## config.mk

```make
export PLATFORM = sky130hd
export DESIGN_NAME = psram_arbiter
export DESIGN_NICKNAME = d
export VERILOG_FILES = /design/src/rtl/psram_arb_pkg.sv /design/src/rtl/rr_pick.sv /design/src/rtl/psram_arbiter.sv
export SDC_FILE = /design/constraint.sdc
export NUM_CORES = 1
export LEC_CHECK = 0
export BUFFER_PORTS_ARGS = -buffer_cell sky130_fd_sc_hd__buf_2
export CORE_MARGIN = 8
export CORE_UTILIZATION = 33
export DETAILED_ROUTE_END_ITERATION = 10
export PLACE_DENSITY_LB_ADDON = 0.2
export SYNTH_ARGS = -nofsm -noshare
export SYNTH_HDL_FRONTEND = slang
export SYNTH_SLANG_ARGS = --single-unit
```

## constraint.sdc

```tcl
create_clock -name i_clkRAM -period 6.6 [get_ports i_clkRAM]
set_clock_uncertainty 0.2 [all_clocks]
set_input_delay 0.66 -clock i_clkRAM [delete_from_list [all_inputs] [get_ports i_clkRAM]]
set_output_delay 0.66 -clock i_clkRAM [all_outputs]
set_load 0.01 [all_outputs]
```

## src/rtl/psram_arb_pkg.sv

```systemverilog
// Shared types and helpers for the PSRAM request arbiter.
package psram_arb_pkg;

   typedef enum logic [1:0] {
      ARB_IDLE,
      ARB_STROBE,
      ARB_ACCEPT,
      ARB_DONE
   } ArbState;

   localparam int ACCEPT_TIMEOUT_DEFAULT = 8;
   localparam int ADDR_W                 = 24;
   localparam int DATA_W                 = 8;

   // (base + offset) mod n, valid for base < n and offset <= n.
   function automatic int rr_index(input int base, input int offset, input int n);
      int sum;
      sum = base + offset;
      return (sum >= n) ? sum - n : sum;
   endfunction

endpackage

```

## src/rtl/rr_pick.sv

```systemverilog
// Combinational round-robin pick: first set request at or after ptr_i, wrapping mod NREQ.
module rr_pick
   import psram_arb_pkg::*;
#(
   parameter  int NREQ  = 3,
   localparam int PTR_W = $clog2(NREQ)
) (
   input  logic [NREQ-1:0]  req_i,
   input  logic [PTR_W-1:0] ptr_i,
   output logic [PTR_W-1:0] winner_o,
   output logic             valid_o
);

   logic [PTR_W-1:0] cand [NREQ];

   always_comb begin
      for (int i = 0; i < NREQ; i++) begin
         cand[i] = PTR_W'(rr_index(int'(ptr_i), i, NREQ));
      end
   end

   // Scan from the farthest candidate back toward ptr_i so the nearest one wins last.
   always_comb begin
      // NOTE: every output gets a default before the loop so no path leaves it unassigned (no latch).
      winner_o = '0;
      valid_o  = 1'b0;
      for (int i = NREQ - 1; i >= 0; i--) begin
         if (req_i[cand[i]]) begin
            winner_o = cand[i];
            valid_o  = 1'b1;
         end
      end
   end

endmodule

```

## src/rtl/psram_arbiter.sv

```systemverilog
// Round-robin arbiter sharing one PSRAM controller between NREQ requesters.
// One command in flight; single-cycle strobe, re-strobed if the controller never goes busy.
module psram_arbiter
   import psram_arb_pkg::*;
#(
   parameter  int NREQ           = 3,
   parameter  int ACCEPT_TIMEOUT = ACCEPT_TIMEOUT_DEFAULT,
   localparam int PTR_W          = $clog2(NREQ)
) (
   input  logic                     i_clkRAM,
   input  logic                     reset,
   input  logic [NREQ-1:0]          i_req,
   input  logic [NREQ-1:0]          i_write,
   input  logic [NREQ*ADDR_W-1:0]   i_addr,
   input  logic [NREQ-1:0]          i_bank,
   input  logic [NREQ*DATA_W-1:0]   i_wdata,
   output logic [NREQ-1:0]          o_ack,
   output logic [NREQ-1:0]          o_done,
   output logic [DATA_W-1:0]        o_rdata,
   output logic                     o_mem_cs,
   output logic                     o_mem_write,
   output logic                     o_mem_bank,
   output logic [ADDR_W-1:0]        o_mem_address,
   output logic [DATA_W-1:0]        o_mem_wdata,
   input  logic                     i_mem_busy,
   input  logic                     i_mem_dataReady,
   input  logic [DATA_W-1:0]        i_mem_dataRead,
   output logic [PTR_W-1:0]         o_owner
);

   localparam int TMO_W = $clog2(ACCEPT_TIMEOUT + 1);

   ArbState           state_q;
   logic [PTR_W-1:0]  ptr_q;
   logic [PTR_W-1:0]  owner_q;
   logic [NREQ-1:0]   ack_q;
   logic [NREQ-1:0]   done_q;
   logic [DATA_W-1:0] rdata_q;
   logic              cs_q;
   logic              write_q;
   logic              bank_q;
   logic [ADDR_W-1:0] addr_q;
   logic [DATA_W-1:0] wdata_q;
   logic [TMO_W-1:0]  tmo_q;

   logic [ADDR_W-1:0] addr_a  [NREQ];
   logic [DATA_W-1:0] wdata_a [NREQ];

   for (genvar g = 0; g < NREQ; g++) begin : g_unpack
      assign addr_a[g]  = i_addr[g*ADDR_W +: ADDR_W];
      assign wdata_a[g] = i_wdata[g*DATA_W +: DATA_W];
   end

   logic [PTR_W-1:0] pick_winner;
   logic             pick_valid;

   rr_pick #(.NREQ(NREQ)) u_rr_pick (
      .req_i    (i_req),
      .ptr_i    (ptr_q),
      .winner_o (pick_winner),
      .valid_o  (pick_valid)
   );

   logic [PTR_W-1:0] ptr_d;
   assign ptr_d = PTR_W'(rr_index(int'(pick_winner), 1, NREQ));

   always_ff @(posedge i_clkRAM) begin
      if (!reset) begin
         state_q <= ARB_IDLE;
         ptr_q   <= '0;
         owner_q <= '0;
         ack_q   <= '0;
         done_q  <= '0;
         rdata_q <= '0;
         cs_q    <= 1'b1;
         write_q <= 1'b0;
         bank_q  <= 1'b0;
         addr_q  <= '0;
         wdata_q <= '0;
         tmo_q   <= '0;
      end else begin
         // NOTE: pulse outputs fall back to zero every cycle; only the branch that fires raises a bit.
         ack_q  <= '0;
         done_q <= '0;
         case (state_q)
            ARB_IDLE: begin
               if (pick_valid && !i_mem_busy) begin
                  write_q            <= i_write[pick_winner];
                  bank_q             <= i_bank[pick_winner];
                  addr_q             <= addr_a[pick_winner];
                  wdata_q            <= wdata_a[pick_winner];
                  owner_q            <= pick_winner;
                  ack_q[pick_winner] <= 1'b1;
                  ptr_q              <= ptr_d;
                  cs_q               <= 1'b0;
                  state_q            <= ARB_STROBE;
               end
            end
            ARB_STROBE: begin
               cs_q    <= 1'b1;
               tmo_q   <= '0;
               state_q <= ARB_ACCEPT;
            end
            ARB_ACCEPT: begin
               // Controller never acknowledged: repeat the strobe with the same latched command.
               if (i_mem_busy) begin
                  state_q <= ARB_DONE;
               end else if (tmo_q == TMO_W'(ACCEPT_TIMEOUT - 1)) begin
                  cs_q    <= 1'b0;
                  state_q <= ARB_STROBE;
               end else begin
                  tmo_q <= tmo_q + 1'b1;
               end
            end
            ARB_DONE: begin
               if (write_q) begin
                  if (!i_mem_busy) begin
                     done_q[owner_q] <= 1'b1;
                     state_q         <= ARB_IDLE;
                  end
               end else if (i_mem_dataReady) begin
                  rdata_q         <= i_mem_dataRead;
                  done_q[owner_q] <= 1'b1;
                  state_q         <= ARB_IDLE;
               end
            end
            default: state_q <= ARB_IDLE;
         endcase
      end
   end

   assign o_ack         = ack_q;
   assign o_done        = done_q;
   assign o_rdata       = rdata_q;
   assign o_mem_cs      = cs_q;
   assign o_mem_write   = write_q;
   assign o_mem_bank    = bank_q;
   assign o_mem_address = addr_q;
   assign o_mem_wdata   = wdata_q;
   assign o_owner       = owner_q;

endmodule

```

==> results of run 1 <==
-- path summary, 6_finish.rpt --
check                          start                           to  slack (ns)  cells past startpoint
max reg2reg    ptr_q[0]$_SDFFE_PN0P_  o_mem_wdata[3]$_SDFFE_PN0P_        3.43                      8
max            ptr_q[0]$_SDFFE_PN0P_  o_mem_wdata[3]$_SDFFE_PN0P_        3.43                      8
min reg2reg  o_rdata[0]$_SDFFE_PN0P_      o_rdata[0]$_SDFFE_PN0P_        0.26                      2
min          o_rdata[0]$_SDFFE_PN0P_      o_rdata[0]$_SDFFE_PN0P_        0.26                      2
-- cells by family after synthesis --
family	share of synthesized area, %
DFF	34.3
buffers and inverters	7.19
muxes	0.944
and+or+nand+nor	23.7
adders and majority gates	2.18
AOI/OAI and AO/OA	31.7
-- critical path, stage by stage, from the launching register on --
cell and delay (ns):
dfxtp_1 0.37, inv_1 0.08, ha_1 0.36, nand3b_1 0.28, a21boi_1 0.28, o22a_1 0.62
buf_4 0.39, nor3_1 0.09, o41ai_1 0.36
-- per-stage QoR --
step           total power, mW  hold slack (ns)  cell area [sq um]  setup slack [ns]
2_1_floorplan            0.767            0.272               3450              4.16
6_report                  1.29            0.264               4510              3.43
3_3_place_gp             0.911            0.249               4290              3.46
5_1_grt                   1.37            0.292               4510              3.13
4_1_cts                   1.30            0.267               4510              3.41
3_5_place_dp             0.918            0.255               4290              3.42
-- flip-flops by register name (all words and copies together) (netlist names) --
name,flops
o_mem_address,24
o_mem_wdata,8
o_rdata,8
tmo_q,4
o_ack,3
o_done,3
o_owner,2
ptr_q,2
state_q,2
o_mem_bank,1
o_mem_cs,1
o_mem_write,1
-- power by group through the flow --
stage          Sequential, mW  Clock (mW)  Combinational [mW]
3_3_place_gp            0.445           0               0.467
6_report                0.438       0.384               0.467
5_1_grt                 0.445       0.411               0.514
3_5_place_dp            0.444           0               0.474
4_1_cts                 0.438       0.391               0.475
2_1_floorplan           0.460           0               0.307
-- layout by cell type (no fill, tap or decap), types with 5 or more instances in the layout --
master / instances
ha_1: 6
o211ai_1: 36
nand2_1: 23
dfxtp_1: 59
a21boi_0: 9
o41ai_2: 29
clkbuf_8: 9
inv_1: 10
buf_2: 167
nor3_1: 72
nand3_1: 5
o21ai_0: 9
nor2_1: 38
buf_4: 5
o41ai_1: 5
and3_1: 5
-- per-layer routing --
metal | up-vias | global-route usage (%) | share of wire, %
met5 | - | 0 | 0
met4 | 0 | 3.84 | 0.85
met3 | 11 | 6.76 | 8.3
met2 | 138 | 26.8 | 46
met1 | 1733 | 20.3 | 44
li1 | 1787 | - | -
-- area by class of cell --
cell class              count  area [sq um]
flip-flops and latches     59          1180
repair buffers            172           873
clock buffers               9           124
inverters                  11          41.3
clock inverters             7           100
well taps                 136           170
multi-input cells         286          2020
fillers                  1028          5720
==> impl_metrics.ini, run 1 <==
[status]
status = completed

[sta]
max_slew_margin_pct = 19.6
min_period_over_period_pct = 48.0
finalCriticalPeriod_ns = 3.17
rsz0062_at_grt = false
setup_viol = 0
tightestPinTransition_ns = 1.20
max_freq_ghz = 0.315
setup_tns_ns = 0
finalHoldViolations = 0
drv_slew = 0

[detailed_routing]
final_antenna_net_count = 0
drt_pass1_iterations = 4
drc = 0
via_per_inst = 5.40
drt-initial-drc-count = 155
routedWlPerCell_um = 17.7
num_vias = 3669
routed_wl_um = 12000

[setup_path]
cp.arrival_ns = 3.20
crit_required_ns = 6.63
start_kind = flop
crit_path_end_kind = flop
crit_type = reg -> reg
critPathMaxFanout = 22

[yosys]
synth_edf_count = 0
ys.warnings.count = 0
postSynthCellCount = 396
yosysSeqAreaShare_pct = 34.3
synth_common_cells = nor3_1, dfxtp_1, nor2_1, o211ai_1, o41ai_2
synth_cell_types = 49
synthArstFlopShare_pct = 0
ys_top_cells_by_area = dfxtp_1, o41ai_2, nor3_1
ys_ff_latch = 59
synthesis.area_sq_mm = 0.00345
syn-num-nets = 519
synthFlopType = dfxtp_1
avgSynthCellArea_sq_um = 8.70
synth_top_cell_area_share_pct = 34.3
yosysTopAreaCell = dfxtp_1
yosysMostFrequentCell = nor3_1

[global_route]
grt_pass1_vias = 3907
grt_max_degree = 71
grt_pass1_wl_um = 19500
grt-ovfl-total = 0
grt_use_total_pct = 16.7
antenna_found_initial = 0

[pwr]
p_int_mw = 0.792
p_switching_mw = 0.498
clkPwrFrac_pct = 29.8
vdd_ir_drop_max_mv = 0.130
switching_share_pct = 38.6
leakage_nw = 2.05
p_seq_share_pct = 34.0
powerDensity_mw_per_mm2 = 286
combPwrFrac_pct = 36.2

[clock_tree]
cts_resized = 0
hold_buffers = 0
cts_tree = done
numCtsBuffers = 9
cts_sinks = 59
clk_pin_slew_ns = 0.09
h-tree-depth = 3
clockBufferDepth = 2
clockRootBuffer = clkbuf_8
clock_latency_ns = 0.35
post_cts_buffers = 0

[placed_design]
place.port_buffers = 167
hpwl_um = 8210
dp.cells = 664
gp_congestion = 0.781

[cells_and_area]
fin_util_pct = 44.1
antenna_cells = 0
stdcell_count = 680
final_nets = 662
area_growth_syn_to_layout_pct = 31.0
drive_gt1_share_pct = 41.4

[floorplan]
row_count = 37
initial_core_util_pct = 33.7
pin_count = 168
die_h_um = 118
die_area_sq_mm = 0.0140
coreArea_sq_mm = 0.0102
die_w_um = 118

[min_path]
hp-class = reg -> reg

[flow_run]
max_cap_violations = 0
Note: power is estimated with default switching activity, not from simulation.
==> run 2, diff against run 1 <==
==> constraint.sdc (replaced) <==
create_clock -name i_clkRAM -period 3.1 [get_ports i_clkRAM]
set_clock_uncertainty 0.2 [all_clocks]
set_input_delay 0.31 -clock i_clkRAM [delete_from_list [all_inputs] [get_ports i_clkRAM]]
set_output_delay 0.31 -clock i_clkRAM [all_outputs]
set_load 0.01 [all_outputs]
==> impl_metrics.ini, run 2 (synthesized netlist as in run 1, its figures left out) <==
[status]
status = completed

[sta]
drv_slew = 0
finalCriticalPeriod_ns = 2.76
tightestPinTransition_ns = 0.586
max_slew_margin_pct = 60.9
setup_viol = 0
finalHoldViolations = 0
finalWorstSetupSlack_ns = 0.342
setup_tns_ns = 0
max_freq_ghz = 0.363
rsz0062_at_grt = false
fin_hold_ws_ns = 0.0262
min_period_over_period_pct = 89.0

[setup_path]
crit_buf_inv = 2
cp_top_family = compound AO/OA/AOI/OAI gates
crit_type = reg -> reg
crit_required_ns = 3.13
ff2ff_setup_slack_ns = 0.34
reg2regPathDepth = 8
crit_cells = 8
r2r_end = o_mem_write$_SDFFE_PN0P_
crit_path_end_kind = flop
cp.arrival_ns = 2.79
reg2reg_from = ptr_q[0]$_SDFFE_PN0P_
path_cells = inv_1 -> ha_1 -> nand3b_1 -> a21boi_1 -> o22a_1 -> buf_4 -> nor3_1 -> o41ai_1
worstSetupEndpoint = o_mem_write$_SDFFE_PN0P_
critPathMaxFanout = 14
slowest_stage = o22a_1
startpoint = ptr_q[0]$_SDFFE_PN0P_
cpPeakStageDelay_ns = 0.41
start_kind = flop

[detailed_routing]
drc = 0
final_antenna_net_count = 0
drt_pass1_iterations = 4
routed_wl_um = 12200
drt-initial-drc-count = 222
via_per_inst = 5.34
num_vias = 3720
routedWlPerCell_um = 17.6

[global_route]
grt_pass1_vias = 4026
grt_max_degree = 55
grt_use_total_pct = 17.0
grt_pass1_wl_um = 19800
grt-ovfl-total = 0
antenna_found_initial = 1

[clock_tree]
clockRootBuffer = clkbuf_8
cts_resized = 0
h-tree-depth = 3
clockBufferDepth = 2
cts_sinks = 59
clk_pin_slew_ns = 0.07
numCtsBuffers = 9
clock_latency_ns = 0.34
cts_tree = done

[cells_and_area]
final_nets = 679
fin_util_pct = 45.7
drive_gt1_share_pct = 41.9
largest_reg_flops = 24
antenna_cells = 0
layout_commonest_cell = buf_2
area_growth_syn_to_layout_pct = 35.6
final_cell_mix = buf_2, nor3_1, dfxtp_1

[floorplan]
initial_core_util_pct = 33.7
coreArea_sq_mm = 0.0102
row_count = 37
die_h_um = 118
die_area_sq_mm = 0.0140
pin_count = 168
die_w_um = 118

[placed_design]
pre_cts_ws_ns = 0.360
hpwl_um = 8680
gp_congestion = 0.785
place.port_buffers = 167

[pwr]
vdd_ir_drop_max_mv = 0.292
leakage_nw = 2.13
powerDensity_mw_per_mm2 = 588

[min_path]
hp-class = in -> reg

[flow_run]
max_cap_violations = 0
run 2: worst min-delay path by stage:
stage / from / endpoint / slack, ns / cells after the start
2_1_floorplan: i_mem_dataRead[0] / o_rdata[0]$_SDFFE_PN0P_ / 0.25 / 2
3_3_place_gp: o_rdata[4]$_SDFFE_PN0P_ / o_rdata[4]$_SDFFE_PN0P_ / 0.25 / 2
3_5_place_dp: o_rdata[7]$_SDFFE_PN0P_ / o_rdata[7]$_SDFFE_PN0P_ / 0.26 / 2
4_1_cts: i_mem_dataRead[0] / o_rdata[0]$_SDFFE_PN0P_ / 0.0001 / 3
5_1_grt: i_mem_dataRead[0] / o_rdata[0]$_SDFFE_PN0P_ / 0.03 / 3
6_report: i_mem_dataRead[0] / o_rdata[0]$_SDFFE_PN0P_ / 0.03 / 3
run 2: final cells by class:
cell class	instances	area [sq um]
sequential	59	1180
timing repair buffer	189	1040
inverter	11	41.3
fill	1045	5560
multi-input combinational	286	2020
clock inverter	4	47.5
clock buffer	12	165
tap	136	170
run 2: worst min-delay path: stages:
cell,delay [ns]
buf_2,0.10
nand2_1,0.04
a21boi_0,0.07
run 2: report_power, final:
group          leakage [nW]  switching [mW]  internal (mW)
sequential            0.482          0.0690          0.865
combinational          1.54           0.642          0.415
clock                 0.108           0.322          0.435
run 2: metal layers:
metal | share of wire, % | up-vias | global-route usage [%]
met4 | 1.5 | 2 | 5.52
met5 | 0.11 | - | 0
met1 | 43 | 1738 | 19.8
met3 | 8.4 | 19 | 7.00
met2 | 47 | 145 | 27.8
li1 | - | 1816 | -
run 2: what timing repair did:
item                                   4_1_cts  5_1_grt
endpoints found under the hold margin        7        0
setup endpoints to repair                    0        0
setup buffers                                0        0
hold buffers                                 7        0
run 2: metrics by stage:
stage               total power, mW  instances  cell area (sq um)
floorplan                      1.63        396               3450
finish                         2.75        697               4670
CTS                            2.79        697               4670
detailed placement             2.00        674               4390
global placement               1.99        674               4390
global route                   2.91        697               4670
